`config.mk`:
```
export PLATFORM = sky130hd
export DESIGN_NAME = mem_cmd_rd_engine
export DESIGN_NICKNAME = d
export VERILOG_FILES = /design/src/rtl/mem_rd_pkg.sv /design/src/rtl/mem_rd_burst_calc.sv /design/src/rtl/mem_cmd_rd_engine.sv
export SDC_FILE = /design/constraint.sdc
export NUM_CORES = 1
export LEC_CHECK = 0
export BUFFER_PORTS_ARGS = -buffer_cell sky130_fd_sc_hd__buf_2
export CAP_MARGIN = 20
export CORE_AREA = 2 2 523 525
export CTS_CLUSTER_DIAMETER = 80
export DETAILED_ROUTE_END_ITERATION = 7
export DIE_AREA = 0 0 525 527
export GPL_TIMING_DRIVEN = 0
export PLACE_DENSITY_LB_ADDON = 0.25
export SLEW_MARGIN = 15
export SYNTH_ARGS = -nofsm -noshare
export SYNTH_HDL_FRONTEND = slang
export SYNTH_SLANG_ARGS = --single-unit
```
`constraint.sdc`:
```
create_clock -name aclk -period 4.5 [get_ports aclk]
set_clock_uncertainty 0.15 [all_clocks]
set_input_delay 0.225 -clock aclk [delete_from_list [all_inputs] [get_ports aclk]]
set_output_delay 0.225 -clock aclk [all_outputs]
set_load 0.1 [all_outputs]
```
`src/rtl/mem_rd_pkg.sv`:
```
// Shared constants, FSM encoding and small helpers for the memory read command engine.
package mem_rd_pkg;

    localparam int BEAT_BYTES = 64;
    localparam int PAGE_BYTES = 4096;
    localparam int BEAT_CNT_W = 27;   // ceil((2^32-1)/64) beats fits in 27 bits

    localparam int STS_ERR_BIT  = 0;
    localparam int STS_ZERO_BIT = 1;
    localparam int STS_DONE_BIT = 7;

    typedef enum logic [1:0] {
        ST_IDLE,
        ST_RUN,
        ST_STATUS
    } state_t;

    function automatic logic [BEAT_BYTES-1:0] keep_mask(input logic [5:0] tail);
        logic [BEAT_BYTES-1:0] m;
        if (tail == 6'd0) m = '1;
        else              m = (64'd1 << tail) - 64'd1;
        return m;
    endfunction

    function automatic logic [6:0] tail_bytes(input logic [5:0] tail);
        return (tail == 6'd0) ? 7'd64 : {1'b0, tail};
    endfunction

    function automatic logic [7:0] sts_byte(input logic err, input logic zero);
        logic [7:0] b;
        b               = '0;
        b[STS_DONE_BIT] = 1'b1;
        b[STS_ERR_BIT]  = err;
        b[STS_ZERO_BIT] = zero;
        return b;
    endfunction

endpackage

```
`src/rtl/mem_rd_burst_calc.sv`:
```
// Burst sizing: beats = min(remaining, beats left in the 4 KB page, MAX_BURST_BEATS).
module mem_rd_burst_calc
    import mem_rd_pkg::*;
#(
    parameter int MAX_BURST_BEATS = 64
) (
    input  logic [5:0]            page_idx,   // address bits [11:6]
    input  logic [BEAT_CNT_W-1:0] remaining,
    output logic [8:0]            beats,
    output logic [7:0]            arlen
);

    localparam logic [8:0] MAX_B = 9'(MAX_BURST_BEATS);

    logic [6:0] page_beats;
    logic [8:0] cap;

    always_comb begin
        page_beats = 7'd64 - {1'b0, page_idx};
        cap        = ({2'b00, page_beats} > MAX_B) ? MAX_B : {2'b00, page_beats};
        beats      = (remaining < {{(BEAT_CNT_W-9){1'b0}}, cap}) ? remaining[8:0] : cap;
        arlen      = 8'(beats - 9'd1);
    end

endmodule

```
`src/rtl/mem_cmd_rd_engine.sv`:
```
// Splits read commands into 4 KB-safe AXI4 bursts and streams the data back with TLAST/TKEEP.
// Optional per-command cycle/byte counters are built when MEM_RD_PERF_CNT_EN is defined.
module mem_cmd_rd_engine
    import mem_rd_pkg::*;
#(
    parameter int ADDR_WIDTH      = 33,
    parameter int DATA_WIDTH      = 512,
    parameter int MAX_BURST_BEATS = 64,
    parameter int MAX_OUTSTANDING = 8
) (
    input  logic                    aclk,
    input  logic                    aresetn,
    input  logic                    s_cmd_valid,
    output logic                    s_cmd_ready,
    input  logic [63:0]             s_cmd_address,
    input  logic [31:0]             s_cmd_length,
    output logic [ADDR_WIDTH-1:0]   m_axi_araddr,
    output logic [7:0]              m_axi_arlen,
    output logic [2:0]              m_axi_arsize,
    output logic [1:0]              m_axi_arburst,
    output logic [5:0]              m_axi_arid,
    output logic                    m_axi_arvalid,
    input  logic                    m_axi_arready,
    input  logic [DATA_WIDTH-1:0]   m_axi_rdata,
    input  logic [1:0]              m_axi_rresp,
    input  logic                    m_axi_rlast,
    input  logic                    m_axi_rvalid,
    output logic                    m_axi_rready,
    output logic [DATA_WIDTH-1:0]   m_axis_data,
    output logic [DATA_WIDTH/8-1:0] m_axis_keep,
    output logic                    m_axis_last,
    output logic                    m_axis_valid,
    input  logic                    m_axis_ready,
    output logic                    m_sts_valid,
    input  logic                    m_sts_ready,
    output logic [7:0]              m_sts_data,
    output logic [31:0]             perf_cycles,
    output logic [31:0]             perf_bytes
);

    localparam int OUT_W = $clog2(MAX_OUTSTANDING + 1);

    state_t                state_reg;
    logic                  cmd_ready_reg;
    logic [ADDR_WIDTH-1:0] addr_reg;
    logic [BEAT_CNT_W-1:0] total_beats_reg;
    logic [BEAT_CNT_W-1:0] remaining_reg;
    logic [BEAT_CNT_W-1:0] rx_beats_reg;
    logic [5:0]            tail_reg;
    logic [OUT_W-1:0]      outstanding_reg;
    logic                  arvalid_reg;
    logic [ADDR_WIDTH-1:0] araddr_reg;
    logic [7:0]            arlen_reg;
    logic [8:0]            ar_beats_reg;
    logic                  err_reg;
    logic                  sts_valid_reg;
    logic [7:0]            sts_data_reg;

    logic [8:0]            calc_beats;
    logic [7:0]            calc_arlen;
    logic [BEAT_CNT_W-1:0] cmd_beats;
    logic                  cmd_hs, ar_hs, r_hs, run, rx_final, r_err;
    logic                  unused_addr_bits;

    assign cmd_hs    = s_cmd_valid && cmd_ready_reg;
    assign ar_hs     = arvalid_reg && m_axi_arready;
    assign r_hs      = m_axi_rvalid && m_axi_rready;
    assign run       = (state_reg == ST_RUN);
    assign rx_final  = (rx_beats_reg == total_beats_reg - 1'b1);
    assign r_err     = (m_axi_rresp != 2'b00);
    assign cmd_beats = {1'b0, s_cmd_length[31:6]} + BEAT_CNT_W'(|s_cmd_length[5:0]);
    assign unused_addr_bits = |s_cmd_address[63:ADDR_WIDTH];

    mem_rd_burst_calc #(
        .MAX_BURST_BEATS(MAX_BURST_BEATS)
    ) u_burst_calc (
        .page_idx (addr_reg[11:6]),
        .remaining(remaining_reg),
        .beats    (calc_beats),
        .arlen    (calc_arlen)
    );

    always_ff @(posedge aclk or negedge aresetn) begin
        if (!aresetn) begin
            state_reg       <= ST_IDLE;
            cmd_ready_reg   <= 1'b0;
            addr_reg        <= '0;
            total_beats_reg <= '0;
            remaining_reg   <= '0;
            rx_beats_reg    <= '0;
            tail_reg        <= '0;
            outstanding_reg <= '0;
            arvalid_reg     <= 1'b0;
            araddr_reg      <= '0;
            arlen_reg       <= '0;
            ar_beats_reg    <= '0;
            err_reg         <= 1'b0;
            sts_valid_reg   <= 1'b0;
            sts_data_reg    <= '0;
        end else begin
            case (state_reg)
                ST_IDLE: begin
                    cmd_ready_reg <= 1'b1;
                    if (cmd_hs) begin
                        cmd_ready_reg   <= 1'b0;
                        addr_reg        <= s_cmd_address[ADDR_WIDTH-1:0];
                        total_beats_reg <= cmd_beats;
                        remaining_reg   <= cmd_beats;
                        tail_reg        <= s_cmd_length[5:0];
                        rx_beats_reg    <= '0;
                        outstanding_reg <= '0;
                        err_reg         <= 1'b0;
                        if (s_cmd_length == 32'd0) begin
                            state_reg     <= ST_STATUS;
                            sts_valid_reg <= 1'b1;
                            sts_data_reg  <= sts_byte(1'b0, 1'b1);
                        end else begin
                            state_reg <= ST_RUN;
                        end
                    end
                end
                ST_RUN: begin
                    // Address/remaining advance at acceptance, so the calc stays stable while arvalid is held.
                    if (ar_hs) begin
                        arvalid_reg   <= 1'b0;
                        addr_reg      <= addr_reg + ADDR_WIDTH'({ar_beats_reg, 6'd0});
                        remaining_reg <= remaining_reg - BEAT_CNT_W'(ar_beats_reg);
                    end else if (!arvalid_reg && remaining_reg != '0 &&
                                 outstanding_reg < OUT_W'(MAX_OUTSTANDING)) begin
                        arvalid_reg  <= 1'b1;
                        araddr_reg   <= addr_reg;
                        arlen_reg    <= calc_arlen;
                        ar_beats_reg <= calc_beats;
                    end
                    case ({ar_hs, r_hs && m_axi_rlast})
                        2'b10:   outstanding_reg <= outstanding_reg + 1'b1;
                        2'b01:   outstanding_reg <= outstanding_reg - 1'b1;
                        default: ;
                    endcase
                    if (r_hs) begin
                        rx_beats_reg <= rx_beats_reg + 1'b1;
                        if (r_err) err_reg <= 1'b1;
                        if (rx_final) begin
                            state_reg     <= ST_STATUS;
                            sts_valid_reg <= 1'b1;
                            sts_data_reg  <= sts_byte(err_reg || r_err, 1'b0);
                        end
                    end
                end
                ST_STATUS: begin
                    if (m_sts_ready) begin
                        sts_valid_reg <= 1'b0;
                        state_reg     <= ST_IDLE;
                        cmd_ready_reg <= 1'b1;
                    end
                end
                default: state_reg <= ST_IDLE;
            endcase
        end
    end

    assign s_cmd_ready   = cmd_ready_reg;
    assign m_axi_araddr  = araddr_reg;
    assign m_axi_arlen   = arlen_reg;
    assign m_axi_arsize  = 3'd6;
    assign m_axi_arburst = 2'b01;
    assign m_axi_arid    = 6'd0;
    assign m_axi_arvalid = arvalid_reg;
    assign m_axi_rready  = m_axis_ready && run;
    assign m_axis_valid  = m_axi_rvalid && run;
    assign m_axis_data   = m_axi_rdata;
    assign m_axis_last   = run && rx_final;
    assign m_axis_keep   = rx_final ? keep_mask(tail_reg) : '1;
    assign m_sts_valid   = sts_valid_reg;
    assign m_sts_data    = sts_data_reg;

`ifdef MEM_RD_PERF_CNT_EN
    logic [31:0] cyc_cnt_reg, byte_cnt_reg, perf_cycles_reg, perf_bytes_reg;

    always_ff @(posedge aclk or negedge aresetn) begin
        if (!aresetn) begin
            cyc_cnt_reg     <= '0;
            byte_cnt_reg    <= '0;
            perf_cycles_reg <= '0;
            perf_bytes_reg  <= '0;
        end else begin
            if (cmd_hs)                      cyc_cnt_reg <= '0;
            else if (state_reg != ST_IDLE)   cyc_cnt_reg <= cyc_cnt_reg + 32'd1;
            if (cmd_hs)                      byte_cnt_reg <= '0;
            else if (r_hs)
                byte_cnt_reg <= byte_cnt_reg + (rx_final ? 32'(tail_bytes(tail_reg)) : 32'd64);
            if (state_reg == ST_STATUS && m_sts_ready) begin
                perf_cycles_reg <= cyc_cnt_reg + 32'd1;
                perf_bytes_reg  <= byte_cnt_reg;
            end
        end
    end

    assign perf_cycles = perf_cycles_reg;
    assign perf_bytes  = perf_bytes_reg;
`else
    assign perf_cycles = 32'd0;
    assign perf_bytes  = 32'd0;
`endif

endmodule

```
-- After elaboration in Yosys (flattened, before gate mapping)
Index checks and enable logic that the tools add are counted.
- add/sub/neg operators: 10
- $lt $le $gt $ge: 3
- equality and inequality tests: 13
- shift operators: 1
- muxes and demuxes: 42
- bitwise operators: 1
- reduce and logical (&&, ||, !) cells: 32
- operators by type and width (operator ; number):
    two-way mux 64 bit ; 2
    two-way mux 27 bit ; 4
    one-hot mux 27 bit (2 select lines) ; 2
    two-way mux 33 bit ; 2
    one-hot mux 33 bit (2 select lines) ; 1
    << shifter 1 x 6 -> 64 bit (first input constant) ; 1
    subtractor 64 x 1 -> 64 bit (second input constant) ; 1
    adder 33 x 15 -> 33 bit ; 1
    zero test 32 bit ; 1
    two-way mux 8 bit ; 4
    adder 26 x 1 -> 27 bit ; 1
    adder 27 x 1 -> 27 bit (second input constant) ; 1
    == test 27 bit ; 1
    < comparator 27 x 9 -> 1 bit ; 1
    nonzero test 27 bit ; 1
    subtractor 27 x 1 -> 27 bit (second input constant) ; 1
    subtractor 27 x 9 -> 27 bit ; 1
    one-hot mux 4 bit (2 select lines) ; 2
    one-hot mux 8 bit (2 select lines) ; 1
    two-way mux 1 bit ; 12
    AND reduction 3 bit ; 4
    two-way mux 2 bit ; 5
    inequality test 2 bit (second input constant) ; 5
    logical AND 1 bit ; 9
    other kinds (28) ; 38
- bits in registers: 188
- input port bits: 618
- output and inout bits: 706
- logic and storage cells: 117

-- Longest topological paths before layout
- depth after elaboration: 7
- gate-level depth with buffers: 14
- gate-level depth less buffers: 14

-- Hierarchy
A second synthesis with hierarchy kept.
- cell total of the unflattened synthesis: 2146
- area total of the unflattened synthesis: 17244.0 um^2
- by module, submodules not included (module ; instances ; cells an instance ; area an instance (um^2) ; sequential area each (um^2)):
    mem_cmd_rd_engine ; 1 ; 2036 ; 16509.6 ; 4579.4
    mem_rd_burst_calc ; 1 ; 110 ; 734.5 ; 0.0

-- Worst setup path before layout
OpenSTA, ideal clock, no wires.
- kind: register to output
- start point: register tail_reg[0]
- end point: output port m_axis_keep[60]
- arrival: 5484 ps
- data required time: 4125 ps
- path slack: -1359 ps
- stages on the path, launching flop included: 10
- buffers on the path: 1
- cells stage by stage: dfrtp_1 > nor2_1 > nand2_1 > nor2_1 > inv_1 > ha_1 > o21a_1 > clkbuf_1 > xnor2_1 > o311ai_0
- cells in the longest elaborated chain, start to end: 4
- elaborated cells on any way between the ends: 5
- classes of those cells: add/sub (1); shift (1); mux (2); reduce/logical (1)
- ends and longest elaborated chain (item ; RTL line ; source):
    start: declaration ; mem_cmd_rd_engine.sv:49 ; logic [5:0] tail_reg;
    start signal: assignment ; mem_cmd_rd_engine.sv:109 ; tail_reg <= s_cmd_length[5:0];
    << shifter 1 x 6 -> 64 bit ; mem_rd_pkg.sv:21 ; else m = (64'd1 << tail) - 64'd1;
    subtractor 64 x 1 -> 64 bit ; mem_rd_pkg.sv:21 ;
    two-way mux 64 bit * ; mem_rd_pkg.sv:20 ; if (tail == 6'd0) m = '1;
    two-way mux 64 bit * ; mem_cmd_rd_engine.sv:173 ; assign m_axis_keep = rx_final ? keep_mask(tail_reg) : '1;
    end: declaration ; mem_cmd_rd_engine.sv:30 ; output logic [DATA_WIDTH/8-1:0] m_axis_keep,
Every way passes the cells marked *; elsewhere a longest branch is shown, timed or not.

-- Worst setup path in the final report
- start point: register tail_reg[5]
- end point: output port m_axis_keep[46]
The elaborated chain is that of the path after synthesis.

==> results.md <==
* Cells after DPL at 6,448
* Most frequent cells in the layout: 643 x buf_2, 631 x buf_4, 200 x nand2_1
* Setup WS pre-CTS at -0.893 ns
* Cell taking the most area after synthesis: dfrtp_1
* Post-synth EDFFs at 0
* Worst path slowest cell: dfrtp_1
* CP Cell Sequence: or2_2 -> clkbuf_1 -> nor2_4 -> inv_1 -> ha_1 -> o21a_1 -> nand2_1 -> o21ai_0 -> a21oi_1 -> o21ai_1 -> buf_4
* Fin area at 26,900 um2
* Filler instances at 31,700
* Core Rows at 192
* CP bufs+invs at 3
* Vias in the first global route at 17,000
* Fmax achieved at 229 MHz
* Commonest non-fill, non-tap cell in the layout: buf_2
* Syn Inst Count at 2,075
* Clk Latency, worst-skew pair at 0.51 ns
* Setup TNS at 0 ns
* WHS at 0.0444 ns
* Register area share after synthesis at 0.274
* Clock Tree Buf Depth at 2
* Io pins at 1,324
* Slew Limit Fails at 0
* Post-synthesis async set-or-reset flop share at 1.00
* Post-route insts no fill at 6,539
* Crit path DAT at 3.99 ns
* Initial Util at 0.0614
* Vias at 18,100
* Worst path max stage delay at 0.52 ns
* Crit. End Element: output pin
* Pleak at 11.9 nW
* Yosys cell types at 73
* Slew @ Worst Pin at 1.03 ns
* Final min period at 4.37 ns
* Clock-pin slew on the worst setup and hold paths at 0.09 ns
* Critical path's top delay family: compound AO/OA/AOI/OAI gates
* CTS root buffer: clkbuf_16
* Max Cap Viol at 0
* Hold Fails Final Rpt at 0
* RD Place Congestion at 0.894
* Synth Warn # at 0
* Mapped cell area at 16,700 um2
* I/O Buffers at 699
* Status: completed
* #FFs+latches synth at 183
* Cell count along the critical path at 11
* TritonCTS Buffers at 17
* Main synth FF type: dfrtp_1
* Initial drt markers at 1,126
* Layout cell share with drive strength beyond 1 at 0.492
* Final ANT Viol Nets at 0
* GRT Residual Overflow at 0
* First-pass GRT wire length at 165 mm
* DIE WIDTH at 525 um
* R2R setup slack at 0.43 ns
* NumNets Final at 3,587
* HP Class: in -> async
* Met3 Use GR at 0.0230
* Final Worst Setup Slack at 0.131 ns
* Core Util, Final at 0.0992
* Fin crit share at 0.971
* CP Data Required Time at 4.12 ns
* Post-route DRC at 0
* DP Area at 25,100 um2
* Die Footprint at 277,000 um2
* Avg Cell Area, Syn at 8.04 um2
* CP Class: reg -> out
* Worst r2r dst: m_axi_arlen[4]
* Drt first pass iters at 5
* Final setup vio count at 0
* R2R depth at 13
* Pwr Total at 15.6 mW
* Area contributors post-synth: dfrtp_1 27%, buf_4 27%, nand2_1 4.6%, nor2_1 3.4%, o21ai_0 2.8%
* Largest net degree at the start of global routing at 72
* Initial antenna violation count at 64
* Core Region at 272,000 um2
* Clk sink count at 183
* Worst R2R Start: addr_reg[7]
* CP startpoint kind: flop
* Synthesis-to-layout area growth at 61.5%
* Most crowded layer after global routing: met2
* P per Cell Area at 580 nW/um2
* WL/cell at 19.9 um
* GRT Overall Usage at 0.0893
* Top cell type's share of synthesized area at 0.274
* Worst VDD drop at 0.530 mV
* Die Span Y at 527 um
* HPWL after DPL at 115 mm
* GRT met2 Usage at 0.158
* Rel. slew slack at 0.311
* Drt total wl at 130 mm
* Peak fanout along the critical path at 9
* Met1 usage at 0.104
* Via density at 2.77
* H-tree Lvls at 4
* CTS tree: built
[report_power, final]
| part | leakage, nW | total (mW) | switching [mW] | internal [mW] |
|---|---|---|---|---|
| logic | 9.36 | 10.9 | 8.15 | 2.76 |
| clock network | 0.288 | 1.63 | 0.870 | 0.756 |
| registers | 2.24 | 3.09 | 0.780 | 2.31 |
[logic make-up after synthesis]
| logic type | count (synthesis) | share of synthesized area |
|---|---|---|
| compound gates | 343 | 0.130 |
| xor+xnor | 104 | 0.0546 |
| fa+ha+maj | 37 | 0.0291 |
| buf+inv | 725 | 0.299 |
| flops | 183 | 0.274 |
| mux | 42 | 0.0274 |
| other cells | 2 | 0.000450 |
| simple gates | 639 | 0.185 |
[synth_stat cells (5+ instances only)]
| cell type | instances |
|---|---|
| a21oi_1 | 90 |
| or3_1 | 14 |
| nand3_1 | 71 |
| buf_4 | 593 |
| nor3_1 | 48 |
| inv_1 | 49 |
| nand4_1 | 30 |
| nor2_1 | 151 |
| a31oi_1 | 10 |
| clkbuf_1 | 66 |
| xnor2_1 | 54 |
| mux2i_1 | 13 |
| or2_2 | 10 |
| nor4_1 | 27 |
| o22ai_1 | 12 |
| a21o_1 | 19 |
| o31ai_1 | 11 |
| nand3b_1 | 8 |
| and3_1 | 15 |
| nor2b_1 | 7 |
| buf_1 | 7 |
| nand2b_1 | 14 |
| mux2_2 | 29 |
| a22oi_1 | 5 |
| and4_1 | 8 |
| xor2_1 | 50 |
| a211o_1 | 9 |
| buf_6 | 5 |
| and2_1 | 8 |
| a311oi_1 | 13 |
| a211oi_1 | 14 |
| o211ai_1 | 14 |
| ha_1 | 34 |
| nand2_1 | 204 |
| o21a_1 | 8 |
| dfrtp_1 | 183 |
| o21ai_0 | 95 |
[worst max-delay path by stage]
stage | from | to | slack [ns]
6_report | tail_reg[5] | m_axis_keep[46] | 0.13
4_1_cts | total_beats_reg[1] | m_axis_keep[13] | -0.004
2_1_floorplan | tail_reg[0] | m_axis_keep[60] | -0.18
3_5_place_dp | tail_reg[0] | m_axis_keep[36] | -0.89
3_3_place_gp | tail_reg[0] | m_axis_keep[58] | -1.39
5_1_grt | total_beats_reg[1] | m_axis_keep[25] | -0.01
[final cells by class]
type	instances	area (um2)	share of cell area
Buffer	672	4820	0.179
Clock inverter	14	164	0.00608
Inverter	50	188	0.00697
Multi-Input combinational cell	1246	7680	0.285
Sequential cell	183	4580	0.170
Clock buffer	18	429	0.0159
Timing Repair Buffer	762	4570	0.170
Antenna cell	5	12.5	0.000464
Tap cell	3589	4490	0.167
[layer usage]
layer	wire [um]	share of wire
met5	48	0.00037
met2	64800	0.50
met4	4450	0.034
met1	51000	0.39
met3	9780	0.075
[timing repair]
item,CTS,global route
hold endpoints to repair,153,0
cloned,2,0
hold buffers,41,0
pin swaps,11,6
gates resized for setup,166,23
setup endpoints to repair,66,61
setup buffers,13,0
Power figures use the tool's default switching activity.
